[config.mk]
export PLATFORM = sky130hd
export DESIGN_NAME = down_sampler_flat
export DESIGN_NICKNAME = d
export VERILOG_FILES = /design/src/rtl/down_sampler_if.sv /design/src/rtl/down_sampler.sv /design/src/flat_wrapper.sv
export SDC_FILE = /design/constraint.sdc
export NUM_CORES = 1
export LEC_CHECK = 0
export ABC_CLOCK_PERIOD_IN_PS = 2800
export CORE_MARGIN = 3
export CORE_UTILIZATION = 53
export CTS_CLUSTER_SIZE = 40
export DETAILED_ROUTE_END_ITERATION = 6
export PLACE_DENSITY = 0.81
export SYNTH_ARGS = -nofsm -noshare
export SYNTH_HDL_FRONTEND = slang
export SYNTH_SLANG_ARGS = --single-unit
export TNS_END_PERCENT = 5
[constraint.sdc]
create_clock -name clk -period 2.8 [get_ports clk]
set_input_delay 0.7 -clock clk [delete_from_list [all_inputs] [get_ports clk]]
set_output_delay 0.7 -clock clk [all_outputs]
set_load 0.01 [all_outputs]
[src/rtl/down_sampler_if.sv]
// ============================================================================
// Module   : down_sampler_if
// Brief    : Pixel-stream handshake bundle between upstream FIFO, the
//            down-sampler and its downstream consumer.
// Revision : 1.0
// ============================================================================
`default_nettype none

interface down_sampler_if #(
  parameter int DW = 8
) ();
  logic          in_valid;
  logic [DW-1:0] in_data;
  logic          in_rd_en;
  logic          valid;
  logic [DW-1:0] dout;
  logic          rd_en_down;
  logic          frame_done;

  // master drives pixels in and pops results; slave is the down-sampler
  modport master (
    output in_valid, in_data, rd_en_down,
    input  in_rd_en, valid, dout, frame_done
  );

  modport slave (
    input  in_valid, in_data, rd_en_down,
    output in_rd_en, valid, dout, frame_done
  );
endinterface

`default_nettype wire

[src/rtl/down_sampler.sv]
// ============================================================================
// Module   : down_sampler
// Brief    : 2x2 raster decimator (keeps even-row, even-column pixels) with a
//            2-entry output buffer and frame-level isolation.
// Revision : 1.0
// ============================================================================
`default_nettype none

module down_sampler #(
  parameter int IMG_W = 40,
  parameter int IMG_H = 40,
  parameter int DW    = 8
) (
  input  wire logic      clk,
  input  wire logic      rst,
  down_sampler_if.slave  bus
);

  localparam int c_CW = (IMG_W > 1) ? $clog2(IMG_W) : 1;
  localparam int c_RW = (IMG_H > 1) ? $clog2(IMG_H) : 1;
  localparam logic [c_CW-1:0] c_COL_LAST = c_CW'(IMG_W - 1);
  localparam logic [c_RW-1:0] c_ROW_LAST = c_RW'(IMG_H - 1);

  typedef enum logic [1:0] {
    S_IDLE   = 2'd0,
    S_ACTIVE = 2'd1,
    S_DONE   = 2'd2
  } state_t;

  state_t          r_state;
  state_t          w_state_nxt;
  logic [c_CW-1:0] r_col;
  logic [c_CW-1:0] w_col_nxt;
  logic [c_RW-1:0] r_row;
  logic [c_RW-1:0] w_row_nxt;
  logic [1:0]      r_count;
  logic [DW-1:0]   r_buf0;
  logic [DW-1:0]   r_buf1;

  logic w_keep;
  logic w_last;
  logic w_consume;
  logic w_push;
  logic w_pop;
  logic w_frame_done;

  assign w_keep = ~r_col[0] & ~r_row[0];
  assign w_last = (r_col == c_COL_LAST) && (r_row == c_ROW_LAST);

  // Reset gates the pop so the FIFO is never drained while held in reset.
  // Depends only on registered count, so rd_en_down never reaches in_rd_en.
  assign w_consume = rst && bus.in_valid && (r_state != S_DONE) &&
                     (!w_keep || (r_count != 2'd2));
  assign w_push    = w_consume && w_keep;
  assign w_pop     = (r_count != 2'd0) && bus.rd_en_down;

  // --------------------------------------------------------------------------
  // Frame FSM and raster position
  // --------------------------------------------------------------------------
  always_ff @(posedge clk or negedge rst) begin
    if (!rst) begin
      r_state <= S_IDLE;
      r_col   <= '0;
      r_row   <= '0;
    end else begin
      r_state <= w_state_nxt;
      r_col   <= w_col_nxt;
      r_row   <= w_row_nxt;
    end
  end

  always_comb begin
    w_state_nxt  = r_state;
    w_col_nxt    = r_col;
    w_row_nxt    = r_row;
    w_frame_done = 1'b0;
    case (r_state)
      S_IDLE, S_ACTIVE: begin
        if (w_consume) begin
          if (r_col == c_COL_LAST) begin
            w_col_nxt = '0;
            w_row_nxt = (r_row == c_ROW_LAST) ? '0 : r_row + 1'b1;
          end else begin
            w_col_nxt = r_col + 1'b1;
          end
          w_state_nxt = w_last ? S_DONE : S_ACTIVE;
        end
      end
      S_DONE: begin
        if (r_count == 2'd0) begin
          w_frame_done = rst;
          w_state_nxt  = S_IDLE;
        end
      end
      default: w_state_nxt = S_IDLE;
    endcase
  end

  // --------------------------------------------------------------------------
  // Two-entry output buffer; r_buf0 is always the head shown on dout
  // --------------------------------------------------------------------------
  always_ff @(posedge clk or negedge rst) begin
    if (!rst) begin
      r_count <= 2'd0;
      r_buf0  <= '0;
      r_buf1  <= '0;
    end else begin
      case ({w_push, w_pop})
        2'b10: begin
          if (r_count == 2'd0) begin
            r_buf0 <= bus.in_data;
          end else begin
            r_buf1 <= bus.in_data;
          end
          r_count <= r_count + 2'd1;
        end
        2'b01: begin
          // On the final pop the head keeps its value so dout holds
          if (r_count == 2'd2) begin
            r_buf0 <= r_buf1;
          end
          r_count <= r_count - 2'd1;
        end
        2'b11: begin
          if (r_count == 2'd1) begin
            r_buf0 <= bus.in_data;
          end else begin
            r_buf0 <= r_buf1;
            r_buf1 <= bus.in_data;
          end
        end
        default: ;
      endcase
    end
  end

  assign bus.in_rd_en   = w_consume;
  assign bus.valid      = (r_count != 2'd0);
  assign bus.dout       = r_buf0;
  assign bus.frame_done = w_frame_done;

endmodule

`default_nettype wire
[src/flat_wrapper.sv]
// flat-port wrapper written by rule: the top's interface ports become plain ports
module down_sampler_flat 
#(
  parameter int IMG_W = 40,
  parameter int IMG_H = 40,
  parameter int DW    = 8
)
  (clk, rst, bus_in_valid, bus_in_data, bus_rd_en_down, bus_in_rd_en, bus_valid, bus_dout, bus_frame_done);
  down_sampler_if #(.DW(DW)) bus_i ();
  input  wire logic clk;
  input  wire logic rst;
  input wire logic [$bits(bus_i.in_valid)-1:0] bus_in_valid;
  input wire logic [$bits(bus_i.in_data)-1:0] bus_in_data;
  input wire logic [$bits(bus_i.rd_en_down)-1:0] bus_rd_en_down;
  output wire logic [$bits(bus_i.in_rd_en)-1:0] bus_in_rd_en;
  output wire logic [$bits(bus_i.valid)-1:0] bus_valid;
  output wire logic [$bits(bus_i.dout)-1:0] bus_dout;
  output wire logic [$bits(bus_i.frame_done)-1:0] bus_frame_done;
  assign bus_i.in_valid = bus_in_valid;
  assign bus_i.in_data = bus_in_data;
  assign bus_i.rd_en_down = bus_rd_en_down;
  assign bus_in_rd_en = bus_i.in_rd_en;
  assign bus_valid = bus_i.valid;
  assign bus_dout = bus_i.dout;
  assign bus_frame_done = bus_i.frame_done;
  down_sampler #(.IMG_W(IMG_W), .IMG_H(IMG_H), .DW(DW)) u_core (.clk(clk), .rst(rst), .bus(bus_i));
endmodule
==> reports/results.ini <==
[run_status]
run_status = finished clean

[global_routing]
use_met2_pct = 29.9
grt_max_degree = 19
grt_busiest_layer = met2
grt_pass1_vias = 1212
grt_util_all_layers_pct = 18.9
grt_pass1_wl_mm = 5.24
grt_use_met3_pct = 3.98
use_met1_pct = 25.4
grt_antenna_before_repair = 0
grt_overflow = 0

[setup_path]
critical_path_class = reg -> out
cpPeakStageDelay_ps = 420
crit_fanout = 5
cp-end-kind = output pin
crit_buf_inv = 2
cp_cell_sequence = inv_1 > ha_1 > nor3b_2 > nor3_1 > dlygate4sd2_1
worstPathRequired_ps = 2100
worstSetupStartpointType = flip-flop
cp_slowest_cell = dfrtp_1
critPathArrivalTime_ps = 1840
cp_top_family = simple AND/OR/NAND/NOR gates

[floorplan]
start_util_pct = 56.9
ios = 23
die_h_um = 61.1
dieWidth_um = 61.1
rows = 19
core_area_mm2 = 0.00283
die-area_mm2 = 0.00374

[sta]
report.final.setup_viol = 0
post-route-min-period_ps = 2540
skew_ps = 2.61
rsz0062_at_grt = false
worstMarginPinSlew_ps = 421
finalHoldViolCount = 0
drv_slew = 0
slew_headroom_pct = 71.7
period_share_pct = 90.8
fmax_mhz = 393

[detailed_routing]
drtAntennaViolNets = 0
routedWlPerCell_um = 14.9
drc = 0
viasPerCell = 5.82
num_vias = 1252
wl_mm = 3.20
dr.pass1.iters = 4
dr.first_iter.drc_count = 76

[logic_synthesis]
synth_nets = 168
synth_top_area_cell = dfrtp_1
synth_common_cells = dfrtp_1 (32), nor2_1 (19), mux2_2 (12)
synth_edf_count = 0
synth_seq_cells = 32
synthArstFlopShare_pct = 100
ys.flop_type = dfrtp_1
ys_types = 31
synth-seq-area-share_pct = 49.7
yosysMostFrequentCell = dfrtp_1
synth_top_area_share_pct = 49.7
synth_area_mm2 = 0.00161
avgSynthCellArea_um2 = 11.0
ys_warn_count = 0
syn_inst = 146
synth_area_leaders = dfrtp_1 (50%), mux2_2 (8.4%), ha_1 (7.8%), nor2_1 (4.4%), a22oi_1 (3.7%)

[clocking]
htreeDepth = 2
insertion_delay_ps = 320
tritoncts = built
numClockSinks = 32
post_cts_buffers = 0
clock_path_buffers = 2
ctsHoldBuffers = 0
cts.clk_slew.worst_paths_ps = 90
cts_made_buffers = 5
root_buffer = clkbuf_4

[power]
p_per_area_mw_per_mm2 = 890
p_leak_uw = 0.000924
power_uw = 1790
ir_drop_mv = 0.607

[finish]
final_nets = 205
area.growth.synth_to_final_pct = 24.8
drive_above_1_share_pct = 17.9
antennaDiodeCount = 0
final_util_pct = 71.0

[place]
io_buffers = 22
place_congestion = 0.821
hpwlAfterDp_mm = 2.40

[worst_hold_path]
min_path_type = reg -> reg

[run]
drv_cap = 0

layout by cell type, fill, tap and decap left out, types with 5 or more instances in the layout:
cell	count
buf_4	9
a21oi_1	9
mux2_2	12
nor2_1	19
nand2_1	10
clkdlybuf4s50_1	20
a22oi_1	8
dfrtp_1	32
inv_1	7
ha_1	10
clkbuf_4	5
xnor2_1	5
where the power goes:
part / internal, µW / total (µW) / leakage (µW) / switching (µW)
logic: 376 / 708 / 0.000489 / 332
registers: 629 / 743 / 0.000393 / 114
clock network: 187 / 339 / 0.0000422 / 152
total: 1190 / 1790 / 0.000924 / 598
what timing repair did:
action,4_1_cts,5_1_grt
setup endpoints to repair,1,1
gates resized for setup,1,1
cloned,0,0
metrics by stage:
step	hold slack [ps]	setup TNS (ps)	area, µm²	worst slack (ps)	cells
floorplan	404	0	1610	345	146
CTS	484	0	2010	22.5	215
finish	480	0	2010	259	215
global placement	449	-7.71	1930	-7.71	207
global route	514	0	2010	14.2	215
detailed placement	474	-219	1930	-65.7	207
final cells by class:
class,count,area (µm²)
Clock buffer,6,41.3
Clock inverter,2,35.0
Fill cell,202,820
Inverter,7,26.3
Multi-Input combinational cell,106,778
Sequential cell,32,801
Tap cell,31,38.8
Timing Repair Buffer,31,289
kinds of logic (layout without fill, tap and decap cells):
family	after synthesis	after routing	synth area share (%)
DFF	32	32	49.7
and+or+nand+nor	49	49	16.0
xor gates and xnor gates	5	5	2.72
AOI/OAI and AO/OA	29	29	12.7
muxes	13	13	9.09
adders and majority gates	10	10	7.77
buffers and inverters	8	46	1.94
registers in the layout (all words and copies together) (netlist names):
name and cells:
u_core.bus.dout 8, u_core.r_row 6, u_core.r_buf1 8, u_core.r_col 6, u_core.r_state 2, u_core.r_count 2
routing by layer:
metal	up-vias	wire, µm
met5	-	0
met4	0	48
met3	5	100
met2	26	1630
met1	626	1420
li1	595	-
final timing paths:
| check | start | to | slack (ps) | cells after the start |
|---|---|---|---|---|
| worst min register to register | u_core.r_state[1]$_DFFE_PN0P_ | u_core.r_state[0]$_DFFE_PN0P_ | 480 | 1 |
| worst min-delay path | u_core.r_state[1]$_DFFE_PN0P_ | u_core.r_state[0]$_DFFE_PN0P_ | 480 | 1 |
| min in group asynchronous | rst | u_core.bus.dout[1]$_DFFE_PN0P_ | 780 | 2 |
| worst max register to register | u_core.r_count[0]$_DFFE_PN0P_ | u_core.bus.dout[7]$_DFFE_PN0P_ | 260 | 12 |
| max in group asynchronous | rst | u_core.r_col[1]$_DFFE_PN0P_ | 1700 | 3 |
| worst max-delay path | u_core.r_count[0]$_DFFE_PN0P_ | bus_in_rd_en | 260 | 5 |
No activity file was read; power rests on OpenSTA's default activity.
==> patch, RTL diff (same settings) <==
`IMG_H` is set to 40 in 2 places; all go to 60.
--- a/src/rtl/down_sampler.sv
+++ b/src/rtl/down_sampler.sv
@@ -10,3 +10,3 @@
   parameter int IMG_W = 40,
-  parameter int IMG_H = 40,
+  parameter int IMG_H = 60,
   parameter int DW    = 8
--- a/src/flat_wrapper.sv
+++ b/src/flat_wrapper.sv
@@ -4,3 +4,3 @@
   parameter int IMG_W = 40,
-  parameter int IMG_H = 40,
+  parameter int IMG_H = 60,
   parameter int DW    = 8
Check against the original RTL: same outputs for any inputs over 10 cycles, from zero or initial values and one cycle with rst low; that may be too few to reach the edited logic, so the function may still have changed.
==> patch against the original RTL <==
Via count is 5.1% higher. Total power is 6.5% higher. Sequential cell count stayed put. Worst setup slack worse by 0.13 ns. Count of clock-buffer cells in the layout stayed put. First-iteration DRC count is 7.9% lower. Synthesized area is 5.4% higher. Sequential power is 3.4% higher. Wire length is 10% higher. Design area is 4.8% higher. Critical path type is now reg2reg. Largest cell class is now multi-input combinational cells. Largest power group is now combinational logic.
==> patch: results (changes against the original RTL) <==
[global_routing]
grt_util_met3_pct=4.32  ; +0.33 points
grt_use_met2_pct=33.4  ; +3.5 points
track_usage_pct=20.2  ; +1.3 points
grt.met1_usage_pct=24.7  ; -0.75 points
grt_pass1_wl_mm=6.21  ; +18%
grt_pass1_vias=1344  ; +11%
grt_start_max_net_pins=29  ; +10

[layout]
n_fill_cell=224  ; +11%
diodes=0  ; unchanged
drive_above_1_share_pct=20.4  ; +2.5 points
num-nets-final=213  ; +3.9%
stdcell_count=233  ; +8.4%

[timing]
slew_headroom_pct=53.9  ; -18 points
finClkSkew_ns=0.00449  ; +0.00188 ns

[hold_path]
hold_class=in2async

[outcome]
status=finished clean

[route]
wl_met1_mm=1.56  ; +10%
wl_per_cell_um=15.1  ; +1.6%
first_iter_violations=70  ; -7.9%
wl_met2_mm=1.74  ; +7.2%
viasPerCell=5.65  ; -3.0%
wl_met3_um=149  ; +49%
highest_layer=met4

[placed_design]
dp_hpwl_mm=2.61  ; +9.0%
globalplace.congestion=0.772  ; -6.0%
dpl_cell_area_um2=2030  ; +5.1%

[synth]
synthCells=156  ; +6.8%
async_flop_share_pct=100  ; unchanged
synth_commonest_cells=dfrtp_1, nor2_1, ha_1, nand2_1, mux2_2
synth_nets=179  ; +6.5%
synth_cell_types=42  ; +35%
synth_seq_area_share_pct=47.2  ; -2.6 points
synthTopCellsByArea=dfrtp_1, ha_1, mux2_2

[power_and_ir_drop]
vdd_drop_max_mv=0.574  ; -5.4%
p_leak_nw=0.937  ; +1.4%

[clock_network]
clk_latency_ns=0.33

[critical_path]
path_max_fanout=8  ; +3
crit_arrival_ns=2.89  ; +1.05 ns

-- patch: cell count changes in the layout (fill, tap and decap cells not counted), moves of 2 or more --
cell | before | now
buf_4 | 9 | 6
buf_12 | 0 | 2
and3_2 | 0 | 2
nand4_1 | 3 | 1
o211ai_1 | 0 | 2
nor2_1 | 19 | 17
xnor2_1 | 5 | 2
mux2_2 | 12 | 9
nand4b_1 | 2 | 0
nand3_1 | 2 | 6
nand2b_1 | 2 | 4
-- patch: timing repair --
action / 4_1_cts / 5_1_grt
pin swaps: 0 / 0
endpoints found under the setup margin: 1 / 10
hold buffers: 0 / 0
resized for setup: 1 / 3
-- patch: final cells by class --
type	count	area (um^2)	share of cell area [%]
inverters	7	26.3	1.25
clock inverters	2	10.0	0.475
repair buffers	30	307	14.6
flip-flops and latches	32	801	38.0
well taps	42	52.6	2.50
clock buffers	6	51.3	2.44
multi-input cells	114	858	40.8
-- patch: path summary, 6_finish.rpt --
check / startpoint / end / slack, ns / cells past startpoint
hold / removal: rst / u_core.r_count[0]$_DFFE_PN0P_ / 0.48 / 3
setup / recovery: u_core.r_count[0]$_DFFE_PN0P_ / u_core.r_buf1[7]$_DFFE_PN0P_ / 0.13 / 12
min in group clk: u_core.r_state[1]$_DFFE_PN0P_ / u_core.r_state[0]$_DFFE_PN0P_ / 0.51 / 1
max in group asynchronous: rst / u_core.bus.dout[5]$_DFFE_PN0P_ / 2.05 / 2
hold reg to reg: u_core.r_state[1]$_DFFE_PN0P_ / u_core.r_state[0]$_DFFE_PN0P_ / 0.51 / 1
setup reg to reg: u_core.r_count[0]$_DFFE_PN0P_ / u_core.r_buf1[7]$_DFFE_PN0P_ / 0.13 / 12
-- patch: cells by family after synthesis --
kind of cell,count (synthesis),share of synthesized area [%]
and+or+nand+nor,54,16.7
AOI/OAI and AO/OA,34,15.2
DFF,32,47.2
adders and majority gates,11,8.11
xor gates and xnor gates,3,1.55
muxes,12,8.18
buffers and inverters,10,3.09
-- patch: power by group --
group	switching (mW)	total, mW	leakage, nW	internal [mW]
clock	0.161	0.280	0.0380	0.119
sequential	0.126	0.768	0.387	0.641
combinational	0.405	0.858	0.512	0.452
-- patch: per-stage QoR --
stage	util, %	worst slack [ns]	power (mW)
3_3_place_gp	70.0	0.0339	1.57
3_5_place_dp	70.0	-0.0670	1.63
4_1_cts	72.0	0.0230	1.91
2_1_floorplan	-	0.166	1.29
6_report	72.6	0.130	1.91
5_1_grt	72.6	0.0209	2.06
-- patch: worst max-delay path, stage by stage (launching register included) --
cell	delay [ns]
dfrtp_1	0.43
inv_1	0.10
ha_1	0.18
or3b_4	0.40
nand3_1	0.13
nor4_2	0.06
buf_4	0.15
ha_1	0.20
nand2_1	0.08
o21ai_0	0.14
a21oi_2	0.21
buf_12	0.15
mux2_2	0.33
